`src/rtl/leitor_colisao.sv`:
```
// leitor_colisao: checks whether a COMPRIMENTO x ALTURA cell at (pos_x, pos_y) leaves the playfield or overlaps a trail pixel.
// Latency: done in cycle 2 (border hit), 4+k (hit on sample k) or 3+COMPRIMENTO*ALTURA (clean check), counted from the accepting cycle 0.
// Backpressure: none; req is only sampled in IDLE, and the trail RAM must return ram_q exactly one cycle after each ram_rd.
// Ports: VGA_CLK / reset_n (async, active-low); req, pos_x, pos_y start a check;
//        ram_addr, ram_rd, ram_q form the trail RAM read port;
//        busy, done, colisao, borda, codigo report status and the held result.
module leitor_colisao #(
  parameter int COMPRIMENTO  = 8,
  parameter int ALTURA       = 8,
  parameter int LARGURA_TELA = 640,
  parameter int X_MIN        = 16,
  parameter int X_MAX        = 623,
  parameter int Y_MIN        = 16,
  parameter int Y_MAX        = 463
) (
  input  logic        VGA_CLK,
  input  logic        reset_n,
  input  logic        req,
  input  logic [9:0]  pos_x,
  input  logic [9:0]  pos_y,
  output logic [18:0] ram_addr,
  output logic        ram_rd,
  input  logic [7:0]  ram_q,
  output logic        busy,
  output logic        done,
  output logic        colisao,
  output logic        borda,
  output logic [7:0]  codigo
);

  localparam int N_PIX = COMPRIMENTO * ALTURA;
  localparam int DXW   = (COMPRIMENTO > 1) ? $clog2(COMPRIMENTO) : 1;
  localparam int DYW   = (ALTURA > 1) ? $clog2(ALTURA) : 1;
  localparam int CW    = (N_PIX > 1) ? $clog2(N_PIX) : 1;

  typedef enum logic [1:0] {IDLE, CHECK, READ, DONE} estado_t;

  estado_t        estado, prox_estado;
  logic [9:0]     px, py;          // position latched at acceptance
  logic [DXW-1:0] dx, dx_nxt;      // offsets of the read currently on ram_addr
  logic [DYW-1:0] dy, dy_nxt;
  logic           amostra_vld;     // ram_q carries the sample of last cycle's read
  logic [CW-1:0]  cnt_aval;        // samples evaluated so far
  logic           ultimo_lido;
  logic           fora;
  logic           acerto;
  logic           fim_limpo;
  logic [18:0]    addr_nxt;
  logic [10:0]    x_hi, y_hi;

  // Bounds in 11 bits so a cell near x=1023 cannot wrap back into range.
  assign x_hi = {1'b0, px} + 11'(COMPRIMENTO - 1);
  assign y_hi = {1'b0, py} + 11'(ALTURA - 1);
  assign fora = ({1'b0, px} < 11'(X_MIN)) || (x_hi > 11'(X_MAX)) ||
                ({1'b0, py} < 11'(Y_MIN)) || (y_hi > 11'(Y_MAX));

  assign ultimo_lido = (dx == DXW'(COMPRIMENTO - 1)) && (dy == DYW'(ALTURA - 1));
  assign acerto      = (estado == READ) && amostra_vld && (ram_q != 8'h00);
  assign fim_limpo   = (estado == READ) && amostra_vld && (ram_q == 8'h00) &&
                       (cnt_aval == CW'(N_PIX - 1));

  // Row-major walk: CHECK seeds (0,0), READ steps dx then wraps into dy.
  always_comb begin
    dx_nxt = '0;
    dy_nxt = '0;
    if (estado == READ) begin
      if (dx == DXW'(COMPRIMENTO - 1)) begin
        dx_nxt = '0;
        dy_nxt = dy + 1'b1;
      end else begin
        dx_nxt = dx + 1'b1;
        dy_nxt = dy;
      end
    end
  end

  assign addr_nxt = (19'(py) + 19'(dy_nxt)) * 19'(LARGURA_TELA) + 19'(px) + 19'(dx_nxt);

  // State register
  always_ff @(posedge VGA_CLK or negedge reset_n) begin
    if (!reset_n) estado <= IDLE;
    else          estado <= prox_estado;
  end

  // Next-state logic
  always_comb begin
    prox_estado = estado;
    case (estado)
      IDLE:    if (req) prox_estado = CHECK;
      CHECK:   prox_estado = fora ? DONE : READ;
      READ:    if (acerto || fim_limpo) prox_estado = DONE;
      DONE:    prox_estado = IDLE;
      default: prox_estado = IDLE;
    endcase
  end

  // Output logic
  always_comb begin
    busy = (estado != IDLE);
    done = (estado == DONE);
  end

  // Datapath: latched position, read walk and held result
  always_ff @(posedge VGA_CLK or negedge reset_n) begin
    if (!reset_n) begin
      px          <= '0;
      py          <= '0;
      dx          <= '0;
      dy          <= '0;
      ram_addr    <= '0;
      ram_rd      <= 1'b0;
      amostra_vld <= 1'b0;
      cnt_aval    <= '0;
      colisao     <= 1'b0;
      borda       <= 1'b0;
      codigo      <= 8'h00;
    end else begin
      amostra_vld <= 1'b0;
      case (estado)
        IDLE: begin
          if (req) begin
            px      <= pos_x;
            py      <= pos_y;
            colisao <= 1'b0;
            borda   <= 1'b0;
            codigo  <= 8'h00;
          end
        end
        CHECK: begin
          if (fora) begin
            colisao <= 1'b1;
            borda   <= 1'b1;
            codigo  <= 8'h00;
          end else begin
            ram_rd   <= 1'b1;
            ram_addr <= addr_nxt;
            dx       <= '0;
            dy       <= '0;
            cnt_aval <= '0;
          end
        end
        READ: begin
          if (acerto) begin
            // Stop reading; the read issued this cycle is never evaluated.
            colisao <= 1'b1;
            borda   <= 1'b0;
            codigo  <= ram_q;
            ram_rd  <= 1'b0;
          end else begin
            amostra_vld <= ram_rd;
            if (amostra_vld) cnt_aval <= cnt_aval + 1'b1;
            if (ram_rd && !ultimo_lido) begin
              dx       <= dx_nxt;
              dy       <= dy_nxt;
              ram_addr <= addr_nxt;
              ram_rd   <= 1'b1;
            end else begin
              ram_rd <= 1'b0;
            end
          end
        end
        default: ram_rd <= 1'b0;
      endcase
    end
  end

endmodule

```
`config.mk`:
```
export PLATFORM = sky130hd
export DESIGN_NAME = leitor_colisao
export DESIGN_NICKNAME = d
export VERILOG_FILES = /design/src/rtl/leitor_colisao.sv
export SDC_FILE = /design/constraint.sdc
export NUM_CORES = 1
export LEC_CHECK = 0
export CORE_AREA = 2 2 88 98
export DETAILED_ROUTE_END_ITERATION = 16
export DIE_AREA = 0 0 90 100
export GPL_TIMING_DRIVEN = 0
export MAX_ROUTING_LAYER = met4
export PLACE_DENSITY = 0.9
export SLEW_MARGIN = 20
export SYNTH_ARGS = -nofsm -noshare
export SYNTH_HDL_FRONTEND = slang
export SYNTH_SLANG_ARGS = --single-unit
```
`constraint.sdc`:
```
create_clock -name VGA_CLK -period 7.05 [get_ports VGA_CLK]
set_input_delay 2.115 -clock VGA_CLK [delete_from_list [all_inputs] [get_ports VGA_CLK]]
set_output_delay 2.115 -clock VGA_CLK [all_outputs]
set_load 0.03 [all_outputs]
```
# Yosys cells after proc, flatten, opt, wreduce, memory -nomap -nowiden
# Index checks and enable logic that the tools add are counted.
# op_classes
order_cmp	4
addsub	8
multipliers	1
eq_ne	14
mux	39
bitwise_logic	1
reduce_logical	23
# ops
cell	count
2-to-1 mux 19 bit	3
case mux 19 bit (2 select lines)	1
2-to-1 mux 3 bit	9
2-to-1 mux 8 bit	3
case mux 8 bit (3 select lines)	1
adder 10 x 3 -> 11 bit (second input constant)	2
less-than comparator 10 x 5 -> 1 bit (second input constant)	2
adder 19 x 10 -> 19 bit	1
adder 19 x 3 -> 19 bit	1
2-to-1 mux 6 bit	3
multiplier 11 x 3 -> 12 bit (second input constant)	1
inequality test 2 bit (second input constant)	6
case mux 3 bit (2 select lines)	2
case mux 6 bit (2 select lines)	1
AND reduction 4 bit	3
adder 10 x 3 -> 11 bit	1
> comparator 11 x 10 -> 1 bit (second input constant)	1
> comparator 11 x 9 -> 1 bit (second input constant)	1
2-to-1 mux 1 bit	10
case mux 1 bit (3 select lines)	3
logical NOT 8 bit	1
case mux 2 bit (4 select lines)	1
nonzero test 8 bit	1
adder 3 x 1 -> 3 bit (second input constant)	2
15 further kinds	30
# totals
reg_bits	65
input_bits	31
wordCells	102
out_inout_bits	32

# Depth between registers and ports, before layout
# logic_depth
ltp_word	10
depth_mapped	21
mapped_depth_nobuf	20

# Least setup slack after synthesis
# OpenSTA, ideal clock, no wires.
# synth_path
path_kind	register to register
from	register dx[0]
to	register ram_addr[18]
setup_ns	0.125
slack_ns	2.271
period_less_slack_ns	4.779
stages_incl_launch_ff	22
t_arrival_ns	4.654
n_path_buf	1
required_time_ns	6.925
cell_sequence	dfrtp_1 -> ha_1 -> ha_1 -> clkbuf_1 -> xor2_1 -> and2_1 -> ha_1 -> inv_1 -> fa_1 -> nor2b_1 -> o21ai_0 -> xnor2_1 -> ha_1 -> inv_1 -> fa_1 -> nand2b_1 -> a21oi_1 -> xor2_1 -> nand4_1 -> nor4_1 -> xnor3_1 -> mux2_2
# synth_via
elab_chain_cells	10
elab_cells_between_ends	19
classes_between	add/sub (4); mul (1); eq/ne (2); mux (8); reduce/logical (4)
# synth_lines
element	line	source
start: declaration	40	logic [DXW-1:0] dx, dx_nxt;
start signal: assignment	153	dx <= dx_nxt;
equality test 3 bit	57, 67	
2-to-1 mux 3 bit	67	if (dx == DXW'(COMPRIMENTO - 1)) begin
2-to-1 mux 3 bit	66	if (estado == READ) begin
adder 10 x 3 -> 11 bit	77	assign addr_nxt = (19'(py) + 19'(dy_nxt)) * 19'(LARGURA_TELA) + 19'(px) + 19'(dx_nxt);
multiplier 11 x 3 -> 12 bit	77	
adder 19 x 10 -> 19 bit	77	
adder 19 x 3 -> 19 bit	77	
2-to-1 mux 19 bit	152	if (ram_rd && !ultimo_lido) begin
2-to-1 mux 19 bit	143	if (acerto) begin
case mux 19 bit (2 select lines)	119	case (estado)
end signal: assignment	136	ram_addr <= addr_nxt;
end signal: assignment	155	ram_addr <= addr_nxt;
end: declaration	21	output logic [18:0] ram_addr,
# Parallel ways exist; a longest one is shown, timed or not. The select of a mux whose other input is x is not followed.
# A chain may end at the register's enable or synchronous reset.

# Worst setup path after layout
# layout_path
from	register estado[0]
to	register ram_addr[18]
# layout_via
elab_chain_cells	9
elab_cells_between_ends	19
classes_between	add/sub (3); mul (1); eq/ne (5); mux (6); reduce/logical (4)
# layout_lines
element	line	source
start: declaration	38	estado_t estado, prox_estado;
start signal: assignment	82	else estado <= prox_estado;
equality test 2 bit	58, 66, 119	
2-to-1 mux 3 bit	66	
adder 10 x 3 -> 11 bit	77	
multiplier 11 x 3 -> 12 bit	77	
adder 19 x 10 -> 19 bit	77	
adder 19 x 3 -> 19 bit	77	
2-to-1 mux 19 bit	152	
2-to-1 mux 19 bit	143	
case mux 19 bit (2 select lines)	119	
# Parallel ways exist; a longest one is shown, timed or not. The select of a mux whose other input is x is not followed.

==> metrics.md <==
| Metric | Value |
|---|---|
| Outcome | finished, final reports clean |
| Maximum root-to-sink buffer count | 2 |
| Final ANT Viol Nets | 0 |
| Area grow syn2layout | 21.6% |
| Endpoint type of the worst setup path | register |
| Number of synthesized register bits | 65 |
| Layout Utilization | 0.696 |
| Max Slew Vio Count | 0 |
| Grt ovf | 0 |
| First-pass GRT wire length | 16.9 mm |
| Reg2Reg Setup Slack | 1.52 ns |
| R2R Path Start | estado[0] |
| Hold Fails Final Rpt | 0 |
| Post-synth top cells | dfrtp_1 (65), ha_1 (39), nand2_1 (39) |
| Final instance area | 5670 um^2 |
| I/O pins | 63 |
| Final Net Count | 611 |
| Number of synthesized flops with an enable pin | 0 |
| Pwr dens | 569 nW/um^2 |
| Power share of the combinational group | 0.672 |
| Clock-pin slew on the worst setup and hold paths | 0.08 ns |
| First-pass DRT Iterations | 4 |
| WP data arrival | 5.78 ns |
| Setup TNS | 0 ns |
| Worst slack, placed | 1.59 ns |
| Placed Area | 5450 um^2 |
| Tcrit/Tclk final | 0.784 |
| Clk pwr share | 0.113 |
| Final non-filler cell total | 654 |
| Pin count of the biggest net entering global routing | 36 |
| Worst Setup Start Kind | register |
| Fraction of registers with async set/reset | 1.00 |
| Reg power frac | 0.215 |
| Vias post-DR | 3,721 |
| Placed cells | 638 |
| Peak supply drop | 0.278 mV |
| CTS buffer count | 9 |
| Clk sink count | 65 |
| Setup bufs post-CTS | 0 |
| Synth warn | 0 |
| Layout cells sized above 1 | 0.151 |
| Max cap viols | 0 |
| Reg2reg end | ram_addr[18] |
| Drt via density | 5.69 |
| Post-CTS Resized | 0 |
| Post-Syn Nets | 537 |
| Clock skew | 0.0171 ns |
| Aggregate global-route resource usage | 0.239 |
| Synth area leaders | dfrtp_1 (35%), ha_1 (10%), mux2_4 (6.1%), mux2_2 (6.0%), xnor2_1 (3.6%) |
| Fmax achieved | 181 MHz |
| Rel. slew slack | 0.465 |
| Final WL | 10.3 mm |
| Number of global-route vias before repair | 3,640 |
| Crit Path Class | reg -> reg |
| Placer Congestion | 0.942 |
| Yosys top cell by area | dfrtp_1 |
| Clock Latency Late Sink | 0.37 ns |
| Count of hold-fix buffers inserted at cts | 0 |
| Fillers | 598 |
| Cells after synthesis | 464 |
| Netlist cell types | 59 |
| Hold crit path type | reg -> reg |
| Ys flop type | dfrtp_1 |
| Post-DP HPWL | 7.70 mm |
| Mapped Avg Cell Area | 10.1 um^2 |
| Lkg Pwr | 2.51 nW |
| Critical Path Fanout Max | 10 |
| CP Data Required Time | 7.30 ns |
| # H-tree levels | 3 |
| Site Rows | 35 |
| Worst setup margin | 1.52 ns |
| CTS tree | yes |
| Final setup viols | 0 |
| Slew @ Worst Pin | 0.803 ns |
| P_sw | 1.48 mW |
| # DRC | 0 |
| Routed WL per cell | 15.7 um |
| DIE AREA | 9000 um^2 |
| Reg2reg path depth | 20 |
| First DRT Iteration DRCs | 185 |
| I/O Buffers | 62 |
| CP endpoint | ram_addr[18] |
| CORE AREA | 8150 um^2 |
| Initial core utilization | 0.573 |
| CTS root buf | clkbuf_8 |
| Die height | 100 um |
| Diode count | 0 |
| Fin crit period | 5.53 ns |
| Die W | 90 um |
| Top cell type's share of synthesized area | 0.349 |
| Initial antenna violation count | 0 |
| Most frequent cell after synthesis | dfrtp_1 |
| Post-synthesis sequential area ratio | 0.349 |
| RSZ-0062 raised after global routing | false |
| Pint | 1.75 mW |
| Switching portion of total power | 0.459 |
| Synthesized area | 4660 um^2 |
| Worst setup path startpoint | estado[0] |
## critical path: stages (launching register included)
cell and delay (ns):
dfrtp_1 0.43, inv_1 0.15, ha_1 0.32, clkbuf_1 0.35, and2_1 0.24, ha_1 0.22, inv_1 0.07, fa_1 0.40
nor2b_1 0.12, o21ai_0 0.19, xnor2_1 0.22, ha_1 0.33, inv_1 0.06, fa_1 0.44, nand2b_1 0.18, a21oi_1 0.17
xor2_1 0.27, nand4_1 0.19, nor4_1 0.37, xnor3_1 0.39, mux2_2 0.27
## through the flow
step / hold WS (ns) / total power, mW
CTS: 0.496 / 3.21
global placement: 0.471 / 2.72
global route: 0.513 / 3.43
floorplan: 0.486 / 2.28
finish: 0.499 / 3.23
detailed placement: 0.478 / 2.82
## routing by layer
layer  vias to the layer above  GRT usage  wire [um]
met4                         0      0.121        352
li1                       1796          -          -
met3                        39     0.0323        455
met1                      1757      0.293       4500
met5                         -          -          0
met2                       129      0.392       4990
## layout by cell type, fill, tap and decap left out, drive strengths merged, types with 5 or more instances in the layout
cell and instances:
or3 7, nand3 7, clkbuf 15, buf 13
nor2 26, xor2 16, inv 37, nor4 8
dfrtp 65, clkdlybuf4s50 61, ha 39, mux2 45
mux2i 13, nor3 11, o21ai 15, nand2 39
xnor2 19, a21oi 15, nand4 8, nand2b 5
and2 6, o31ai 7
## worst min-delay path by stage
stage,to,slack [ns],cells past startpoint,from
finish,colisao,0.50,1,colisao
global placement,colisao,0.47,1,colisao
CTS,colisao,0.50,1,colisao
detailed placement,colisao,0.48,1,colisao
floorplan,dx[1],0.49,1,dx[1]
global route,colisao,0.51,1,colisao
## cells by family after synthesis
logic type,count (synthesis),share of synthesized area
and+or+nand+nor,136,0.151
AOI/OAI and AO/OA,75,0.112
DFF,65,0.349
muxes,58,0.152
buffers and inverters,52,0.0488
adders and majority gates,42,0.118
xor gates and xnor gates,36,0.0706
## state kept, by name (all words and copies together) (netlist names)
register,cells
amostra_vld,1
borda,1
cnt_aval,6
codigo,8
colisao,1
dx,3
dy,3
estado,2
px,10
py,10
ram_addr,19
ram_rd,1
## final cells by class
cell class | instances | area, um^2 | area share
multi-input cells | 347 | 2810 | 0.496
flip-flops and latches | 65 | 1630 | 0.287
repair buffers | 63 | 638 | 0.113
well taps | 111 | 139 | 0.0245
inverters | 35 | 131 | 0.0232
clock buffers | 9 | 124 | 0.0218
clock inverters | 7 | 101 | 0.0179
plain buffers | 17 | 96.3 | 0.0170
## power by group through the flow
stage / clock [mW] / combinational [mW] / sequential (mW)
finish: 0.366 / 2.17 / 0.693
CTS: 0.371 / 2.15 / 0.689
detailed placement: 0 / 2.13 / 0.694
global route: 0.389 / 2.33 / 0.713
floorplan: 0 / 1.45 / 0.832
global placement: 0 / 2.03 / 0.688
No activity file was read; power rests on OpenSTA's default activity.
